`src/rtl/dump_pkg.sv`:
```
// dump_pkg: shared definitions for the binary state-dump transmitter.
//   - dump_state_t : top-level sequencing states (bank/address walk)
//   - line_state_t : per-line serializer states (digits, terminator)
//   - ASCII constants and bank-select encodings
//   - digit_char() : maps one bit to its '0'/'1' character
// Optional feature macro: DUMP_CRLF_EN adds the LN_SEND_CR state so each line
// ends with CR LF instead of LF alone.
package dump_pkg;

  typedef enum logic [2:0] {
    ST_IDLE,
    ST_FETCH,
    ST_WAIT,
    ST_SEND,
    ST_NEXT,
    ST_DONE
  } dump_state_t;

  typedef enum logic [1:0] {
    LN_IDLE,
    LN_SEND_BIT,
`ifdef DUMP_CRLF_EN
    LN_SEND_CR,
`endif
    LN_SEND_NL
  } line_state_t;

  localparam logic [7:0] CHAR_0  = 8'h30;
  localparam logic [7:0] CHAR_1  = 8'h31;
  localparam logic [7:0] CHAR_LF = 8'h0A;
  localparam logic [7:0] CHAR_CR = 8'h0D;

  localparam logic BANK_REG = 1'b0;
  localparam logic BANK_MEM = 1'b1;

  function automatic logic [7:0] digit_char(input logic bit_val);
    return bit_val ? CHAR_1 : CHAR_0;
  endfunction

endpackage

```
`src/rtl/dump_line_ser.sv`:
```
// dump_line_ser: turns one captured word into an ASCII line of '0'/'1'
// digits, MSB first, followed by the line terminator, over valid/ready.
// Ports:
//   clock, reset     clock, asynchronous active-low reset
//   load             capture word and begin a line (honoured only when idle)
//   word[WORD_W]     word to serialize
//   tx_ready         sink accepts tx_data on posedge when tx_valid && tx_ready
//   tx_data[8]       current ASCII byte (registered, held until accepted)
//   tx_valid         byte available
//   line_done        high in the cycle the final terminator byte is accepted
// Optional feature macro: DUMP_CRLF_EN emits CR before LF.
module dump_line_ser
  import dump_pkg::*;
#(
  parameter int WORD_W = 12
) (
  input  logic              clock,
  input  logic              reset,
  input  logic              load,
  input  logic [WORD_W-1:0] word,
  input  logic              tx_ready,
  output logic [7:0]        tx_data,
  output logic              tx_valid,
  output logic              line_done
);

  localparam int CNT_W = (WORD_W > 1) ? $clog2(WORD_W) : 1;
  localparam logic [CNT_W-1:0] CNT_LAST = CNT_W'(WORD_W - 1);

  line_state_t       state_reg;
  logic [WORD_W-1:0] shift_reg;
  logic [CNT_W-1:0]  cnt_reg;
  logic [WORD_W-1:0] shift_next;
  logic              accept;

  assign shift_next = shift_reg << 1;
  assign accept     = tx_valid && tx_ready;
  assign line_done  = accept && (state_reg == LN_SEND_NL);

  // tx_data always holds the byte for the current state, so it is stable
  // from the moment tx_valid rises until the handshake moves it on.
  always_ff @(posedge clock or negedge reset) begin
    if (!reset) begin
      state_reg <= LN_IDLE;
      shift_reg <= '0;
      cnt_reg   <= '0;
      tx_data   <= 8'h00;
      tx_valid  <= 1'b0;
    end else begin
      case (state_reg)
        LN_IDLE: begin
          if (load) begin
            shift_reg <= word;
            cnt_reg   <= CNT_LAST;
            tx_data   <= digit_char(word[WORD_W-1]);
            tx_valid  <= 1'b1;
            state_reg <= LN_SEND_BIT;
          end
        end
        LN_SEND_BIT: begin
          if (accept) begin
            if (cnt_reg == '0) begin
`ifdef DUMP_CRLF_EN
              tx_data   <= CHAR_CR;
              state_reg <= LN_SEND_CR;
`else
              tx_data   <= CHAR_LF;
              state_reg <= LN_SEND_NL;
`endif
            end else begin
              shift_reg <= shift_next;
              cnt_reg   <= cnt_reg - CNT_W'(1);
              tx_data   <= digit_char(shift_next[WORD_W-1]);
            end
          end
        end
`ifdef DUMP_CRLF_EN
        LN_SEND_CR: begin
          if (accept) begin
            tx_data   <= CHAR_LF;
            state_reg <= LN_SEND_NL;
          end
        end
`endif
        LN_SEND_NL: begin
          if (accept) begin
            tx_data   <= 8'h00;
            tx_valid  <= 1'b0;
            state_reg <= LN_IDLE;
          end
        end
        default: state_reg <= LN_IDLE;
      endcase
    end
  end

endmodule

```
`src/rtl/binary_dump_tx.sv`:
```
// binary_dump_tx: dumps the register file and then data memory as ASCII
// binary lines (one word per line, MSB first) over a valid/ready byte port.
// Ports:
//   clock, reset          clock, asynchronous active-low reset
//   start                 one-cycle dump request (dropped while busy / in DONE)
//   busy                  high from accepted start until the DONE cycle
//   done                  one-cycle pulse after the last terminator is accepted
//   rd_en, rd_sel,        read strobe, bank select (0 reg, 1 mem) and word
//   rd_addr[ADDR_W]       index toward the state source
//   rd_data[WORD_W]       read data, valid one cycle after rd_en
//   tx_data[8], tx_valid  ASCII byte stream toward the sink
//   tx_ready              sink ready
// Optional feature macro: DUMP_CRLF_EN terminates lines with CR LF.
module binary_dump_tx
  import dump_pkg::*;
#(
  parameter int WORD_W = 12,
  parameter int DEPTH  = 32,
  parameter int ADDR_W = 5
) (
  input  logic              clock,
  input  logic              reset,
  input  logic              start,
  output logic              busy,
  output logic              done,
  output logic              rd_en,
  output logic              rd_sel,
  output logic [ADDR_W-1:0] rd_addr,
  input  logic [WORD_W-1:0] rd_data,
  output logic [7:0]        tx_data,
  output logic              tx_valid,
  input  logic              tx_ready
);

  localparam logic [ADDR_W-1:0] ADDR_LAST = ADDR_W'(DEPTH - 1);

  dump_state_t state_reg;
  logic        line_load;
  logic        line_done;

  // The source answers during WAIT, so the serializer captures rd_data then;
  // later changes to the source cannot affect the line in flight.
  assign line_load = (state_reg == ST_WAIT);

  dump_line_ser #(
    .WORD_W(WORD_W)
  ) u_line_ser (
    .clock    (clock),
    .reset    (reset),
    .load     (line_load),
    .word     (rd_data),
    .tx_ready (tx_ready),
    .tx_data  (tx_data),
    .tx_valid (tx_valid),
    .line_done(line_done)
  );

  always_ff @(posedge clock or negedge reset) begin
    if (!reset) begin
      state_reg <= ST_IDLE;
      busy      <= 1'b0;
      done      <= 1'b0;
      rd_en     <= 1'b0;
      rd_sel    <= BANK_REG;
      rd_addr   <= '0;
    end else begin
      case (state_reg)
        ST_IDLE: begin
          done <= 1'b0;
          if (start) begin
            busy      <= 1'b1;
            rd_sel    <= BANK_REG;
            rd_addr   <= '0;
            rd_en     <= 1'b1;
            state_reg <= ST_FETCH;
          end
        end
        ST_FETCH: begin
          rd_en     <= 1'b0;
          state_reg <= ST_WAIT;
        end
        ST_WAIT: begin
          state_reg <= ST_SEND;
        end
        ST_SEND: begin
          if (line_done) state_reg <= ST_NEXT;
        end
        ST_NEXT: begin
          if (rd_addr != ADDR_LAST) begin
            rd_addr   <= rd_addr + ADDR_W'(1);
            rd_en     <= 1'b1;
            state_reg <= ST_FETCH;
          end else if (rd_sel == BANK_REG) begin
            rd_sel    <= BANK_MEM;
            rd_addr   <= '0;
            rd_en     <= 1'b1;
            state_reg <= ST_FETCH;
          end else begin
            busy      <= 1'b0;
            done      <= 1'b1;
            state_reg <= ST_DONE;
          end
        end
        ST_DONE: begin
          // start is not looked at here, so a request in this cycle is dropped.
          done      <= 1'b0;
          state_reg <= ST_IDLE;
        end
        default: state_reg <= ST_IDLE;
      endcase
    end
  end

endmodule
```
`config.mk`:
```
export PLATFORM = sky130hd
export DESIGN_NAME = binary_dump_tx
export DESIGN_NICKNAME = d
export VERILOG_FILES = /design/src/rtl/dump_pkg.sv /design/src/rtl/dump_line_ser.sv /design/src/rtl/binary_dump_tx.sv
export SDC_FILE = /design/constraint.sdc
export NUM_CORES = 1
export LEC_CHECK = 0
export CAP_MARGIN = 10
export CORE_ASPECT_RATIO = 1.1
export CORE_MARGIN = 3
export CORE_UTILIZATION = 45
export DETAILED_ROUTE_END_ITERATION = 12
export GPL_TIMING_DRIVEN = 0
export HOLD_SLACK_MARGIN = 0.06
export PLACE_DENSITY = 0.7
export SETUP_SLACK_MARGIN = 0.2
export SYNTH_ARGS = -nofsm -noshare
export SYNTH_HDL_FRONTEND = slang
export SYNTH_SLANG_ARGS = --single-unit
export TNS_END_PERCENT = 30
```
`constraint.sdc`:
```
create_clock -name clock -period 4.9 [get_ports clock]
set_clock_uncertainty 0.2 [all_clocks]
set_input_delay 0.49 -clock clock [delete_from_list [all_inputs] [get_ports clock]]
set_output_delay 0.49 -clock clock [all_outputs]
set_load 0.01 [all_outputs]
```
# [Yosys cells after proc, flatten, opt, wreduce, memory -nomap -nowiden]
# Cells that the tools add are included.
[word_totals] regBits=38 input_bits=16 out_inout_bits=18 elab_cells=98
[op_classes] n_addsub=2 eq_ne=18 muxes=45 n_reduce_logical=22
[ops] cell="two-way mux 11 bit" n=3
[ops] cell="two-way mux 8 bit" n=4
[ops] cell="case mux 8 bit (3 select lines)" n=1
[ops] cell="case mux 11 bit (2 select lines)" n=1
[ops] cell="AND reduction 4 bit" n=4
[ops] cell="two-way mux 5 bit" n=3
[ops] cell="case mux 3 bit (5 select lines)" n=1
[ops] cell="AND reduction 3 bit" n=5
[ops] cell="two-way mux 1 bit" n=13
[ops] cell="two-way mux 3 bit" n=4
[ops] cell="two-way mux 4 bit" n=3
[ops] cell="!= test 2 bit (second input constant)" n=6
[ops] cell="case mux 5 bit (2 select lines)" n=1
[ops] cell="two-way mux 2 bit" n=4
[ops] cell="case mux 1 bit (2 select lines)" n=4
[ops] cell="case mux 4 bit (2 select lines)" n=1
[ops] cell="nonzero test 2 bit" n=4
[ops] cell="equality test 3 x 2 -> 1 bit (second input constant)" n=2
[ops] cell="equality test 3 bit (second input constant)" n=2
[ops] cell="!= test 2 x 1 -> 1 bit (second input constant)" n=3
[ops] cell="case mux 2 bit (3 select lines)" n=1
[ops] cell="nonzero test 3 bit" n=2
[ops] cell="adder 5 x 1 -> 5 bit (second input constant)" n=1
[ops] cell="!= test 5 bit (second input constant)" n=1
[ops] cell="other kinds (12)" n=13

# [Longest topological paths before layout]
[depth] ltp_word=4 depth_mapped=8

# [Hierarchy]
# A second synthesis with hierarchy kept.
[hier_totals] cells_unflattened=182 hier_area_um2=1870.5
[by_module_without_submodules] mod="dump_line_ser" n_inst=1 cells_each=118 area_per_inst_um2=1243.7
[by_module_without_submodules] mod="binary_dump_tx" n_inst=1 cells_each=64 area_per_inst_um2=626.9

# [Worst setup path before layout]
# OpenSTA, ideal clock, no wires.
[synth_timing] path_kind="reg-to-reg" startpoint="reg rd_addr[0]" endpoint="reg rd_addr[2]" arrival_ps=1744 required_ps=4624 setup_slack_ps=2880 stages_incl_launch_ff=8 path_buffers=0 cell_sequence="dfrtp_1 ha_1 and3_1 ha_1 or4b_1 nor2_1 o21ai_0 o21ai_1"
[synth_between] elab_chain_cells=3 word_cells_on_any_way=6
[synth_rtl] element="from (decl)" line="binary_dump_tx.sv:28" rtl="output logic [ADDR_W-1:0] rd_addr,"
[synth_rtl] element="from (signal assigned)" line="binary_dump_tx.sv:90" rtl="rd_addr <= rd_addr + ADDR_W'(1);"
[synth_rtl] element="adder 5 x 1 -> 5 bit / != test 5 bit (equally long branches)" line="binary_dump_tx.sv:90, binary_dump_tx.sv:89"
[synth_rtl] element="two-way mux 5 bit / != test 3 bit (equally long branches)"
[synth_rtl] element="case mux 5 bit (2 select lines) / AND reduction 3 bit (equally long branches)"
# Parallel ways exist; a longest one is shown, timed or not.
# A chain may end at the register's enable or synchronous reset.

# [Worst setup path in the final report]
[layout_timing] startpoint="reg u_line_ser.state_reg[1]" endpoint="reg u_line_ser.shift_reg[8]"
[layout_between] elab_chain_cells=3 word_cells_on_any_way=8
[layout_rtl] element="from (decl)" line="dump_line_ser.sv:30" rtl="line_state_t state_reg;"
[layout_rtl] element="from (signal assigned)" line="dump_line_ser.sv:44" rtl="state_reg <= LN_IDLE;"
[layout_rtl] element="from (signal assigned)" line="dump_line_ser.sv:57" rtl="state_reg <= LN_SEND_BIT;"
[layout_rtl] element="from (signal assigned)" line="dump_line_ser.sv:68" rtl="state_reg <= LN_SEND_NL;"
[layout_rtl] element="equality test 2 x 1 -> 1 bit / zero test 2 bit (equally long branches)" line="dump_line_ser.sv:50" rtl="case (state_reg)"
[layout_rtl] element="!= test 2 x 1 -> 1 bit (no line), or another cell as far along"
[layout_rtl] element="AND reduction 4 bit (no line)"
[layout_rtl] element="to (signal assigned)" line="dump_line_ser.sv:53" rtl="shift_reg <= word;"
[layout_rtl] element="to (signal assigned)" line="dump_line_ser.sv:71" rtl="shift_reg <= shift_next;"
[layout_rtl] element="to (decl)" line="dump_line_ser.sv:31" rtl="logic [WORD_W-1:0] shift_reg;"
# Parallel ways exist; a longest one is shown, timed or not.

==> results.md <==
Yosys:
- The mean cell area of the mapped netlist is 9.83 µm².
- After synthesis, flip-flops and latches occupy 45.2% of the total area.
- The flip-flop and latch count after synthesis is 33.
- During synthesis, Yosys emitted a total of 0 warnings.
- The post-synthesis cell area is 0.00183 mm².
- In the synthesized netlist the async set-or-reset flop fraction comes to 100%.
- The distinct cell type count of the synthesized netlist is 43.
- Yosys mapped a number of flops with a built-in enable equal to 0.
- The cell taking the most area after synthesis is dfrtp_1.
- The fraction of post-synthesis cell area in the top cell type by area is 45.2%.
- The most used flip-flop cell after synthesis is dfrtp_1.
- By area the synthesized netlist is led by dfrtp_1, a21oi_1, ha_1, mux2i_1, nand2_1.
- Sorting the synthesized cells by how often they occur yields dfrtp_1, a21oi_1, nand2_1.
- The cell with the most instances after synthesis is dfrtp_1.
- The cell count after synthesis came out at 186.

Routing:
- The number of search-and-repair iterations in the first detailed-routing pass is 4.
- Across all layers, the routed design uses 1482 vias.
- The residual DRC count is 0.
- The total wire length is 3960 µm.
- In this run, the number of DRC markers left after iteration 0 of detailed routing was 94.
- The remaining number of nets flagged by the antenna check after routing is 0.
- Dividing the detail-routed wire length by the instance count gives 14.3 µm.
- The routed via count divided by cell count is 5.37.

Timing:
- For this run, the top clock speed supported by timing is 456 MHz.
- The number of setup violations in the final report is 0.
- The count of final hold-check violations is 0.
- The worst pin sits at a relative slew slack of 50.6%.
- Setup repair after global routing left no endpoint under its margin.
- The summed negative setup slack over all endpoints is 0 ns.
- For the pin with the worst max-slew slack, the measured transition is 0.741 ns.
- The clock period could shrink to 2.20 ns.
- The slack of the critical path is 2.70 ns.
- In the finished design, the share of the clock period the worst path needs comes to 44.8%.
- The final max-slew violation count is 0.

Floorplanning:
- The floorplan has 23 rows.
- The initial core utilization is 48.5%.
- From left edge to right edge, the die measures 66.8 µm.
- The total die area is 0.00486 mm².
- The floorplan step set the die height to 72.8 µm.
- The number of top-level design ports is 34.
- The standard cell core area is 0.00377 mm².

Placed design:
- The placed instances occupy a cell area of 0.00219 mm².
- Once detailed placement completed, the half-perimeter wirelength came to 2890 µm.
- Before CTS, the worst setup slack after placement is 2.58 ns.
- The final estimated routing congestion in global placement is 0.869.
- Input and output buffers added on the ports amount to 30.

Worst setup path:
- Counting both buffers and inverters, the worst setup path holds a total of 3.
- The worst endpoint data arrival time is 2.16 ns.
- The cell family with the largest share of critical-path delay is buffers and inverters.
- The worst setup path is launched from a register.
- The worst setup path is captured at a register.
- The slowest stage of the critical path belongs to the cell dfrtp_1.
- STA puts the critical path data required time at 4.86 ns.
- Traced cell by cell, the critical path runs through inv_1 -> ha_1 -> buf_2 -> nand3_1 -> o21bai_1 -> and2_1 -> buf_2 -> a21oi_1.
- Counting stages on the worst path, the most repeated cell is buf_2.
- The worst-path maximum fanout is 10.
- The setup path with the least slack is of type reg -> reg.
- The worst stage delay on the critical path is 0.42 ns.

Clocking:
- The clock network latency to the later pin of the worst-skew pair is 0.29 ns.
- No sink is reached through more buffers than the 2 on the longest clock path.
- The tree built by TritonCTS fans out to 33 sinks.
- TritonCTS built the clock tree.
- The count of hold buffers inserted by post-cts repair is 0.
- Clock tree synthesis inserted a total of 5 buffers.
- Clock tree synthesis selected as its root buffer the cell clkbuf_8.
- The H-tree depth reported by CTS is 2.
- The number of cells upsized or downsized after cts is 0.
- The buffer count from post-CTS setup fixing is 0.
- The clock-pin slew of the registers on the worst-case setup and hold paths is 0.07 ns.

GRT:
- The largest net degree at the start of global routing is 34.
- The first global-routing pass estimated 6910 µm of wire.
- The number of antenna violations at the first check in global routing came to 0.
- Global routing consumed, over all layers together, 18.4% of the routing resources.
- The total overflow left after global routing is 0.
- The number of global-route vias before repair is 1553.

Pwr:
- In this run switching power makes up 36.7% of total power.
- The internal power is 819 µW.
- The clock network fraction of design power is 23.7%.
- The total net switching power is 475 µW.
- The cell area power density is 556 mW/mm².
- The portion of total power attributed to sequential cells is 32.4%.
- The leakage dissipation is 1.06 nW.
- The share of total power dissipated in combinational logic is 43.9%.
- The peak supply drop is 0.000297 V.

Cells and area:
- The post-route netlist has 15.0% of its cells at a drive strength greater than 1.
- The register with the most flip-flops in the layout has 11 of them.
- After routing the design area is 0.00233 mm².
- The area overhead of the layout relative to synthesis is 27.3%.
- The number of diodes added for antenna fixing is 0.
- At the end of the flow, the number of nets in the layout was 250.
- The post-route core utilization is 61.7%.

Run:
- Across the run, the number of max-cap violations was 0.

Status:
- The flow ran to the end, and the final reports show no timing, DRC or antenna violations.

Min path:
- The path class of the lowest-slack min-delay path is in -> async.
-- layout make-up --
class	count	area, µm²
clock inverter	3	65.1
inverter	9	33.8
buffer	13	80.1
tap	50	62.6
multi-input combinational	133	896
fill	344	1440
timing repair buffer	30	295
sequential	33	826
clock buffer	5	68.8
-- path summary, 6_finish.rpt --
path	depth (start not counted)	slack, ns	start	endpoint
max in group asynchronous	1	3.97	reset	u_line_ser.shift_reg[7]
hold reg to reg	1	0.31	u_line_ser.shift_reg[0]	u_line_ser.shift_reg[0]
setup reg to reg	8	2.70	u_line_ser.state_reg[1]	u_line_ser.shift_reg[8]
setup / recovery	8	2.70	u_line_ser.state_reg[1]	u_line_ser.shift_reg[8]
hold / removal	1	0.06	reset	u_line_ser.cnt_reg[1]
min in group clock	1	0.31	u_line_ser.shift_reg[0]	u_line_ser.shift_reg[0]
-- power groups by stage --
| stage | Clock [mW] | Sequential [mW] | Combinational [mW] |
|---|---|---|---|
| 5_1_grt | 0.324 | 0.431 | 0.628 |
| 4_1_cts | 0.312 | 0.419 | 0.572 |
| 3_5_place_dp | 0 | 0.424 | 0.568 |
| 6_report | 0.306 | 0.419 | 0.568 |
| 2_1_floorplan | 0 | 0.417 | 0.405 |
| 3_3_place_gp | 0 | 0.419 | 0.544 |
-- cell families after synthesis --
family          Yosys count  share of synthesized area, %
other cells               1                         0.205
simple gates             50                          14.4
mux                      15                          8.69
buf+inv                  22                          6.23
flops                    33                          45.2
compound gates           56                          19.2
fa+ha+maj                 9                          6.16
-- cell usage in the layout, fill, tap and decap left out, drive strengths merged, types with 9 or more instances in the layout --
master / Yosys / layout
a21oi: 30 / 30
clkdlybuf4s50: 0 / 29
buf: 13 / 14
inv: 9 / 9
nor2: 10 / 10
mux2i: 11 / 11
dfrtp: 33 / 33
ha: 9 / 9
o21ai: 9 / 9
nand2: 16 / 16
-- per-layer routing --
layer  GRT usage [%]  wire [µm]  up-vias
met1            20.8       1710      716
li1                -          -      730
met2            33.0       2020       28
met5               0          0        -
met3            4.93        158        8
met4            6.55         66        0
-- through the flow --
step	power [mW]	std cells	hold slack, ns
2_1_floorplan	0.822	188	-0.00559
3_3_place_gp	0.963	268	0.283
3_5_place_dp	0.993	268	0.293
4_1_cts	1.30	276	0.0872
5_1_grt	1.38	276	0.110
6_report	1.29	276	0.0594
Note: power is estimated with default switching activity, not from simulation.
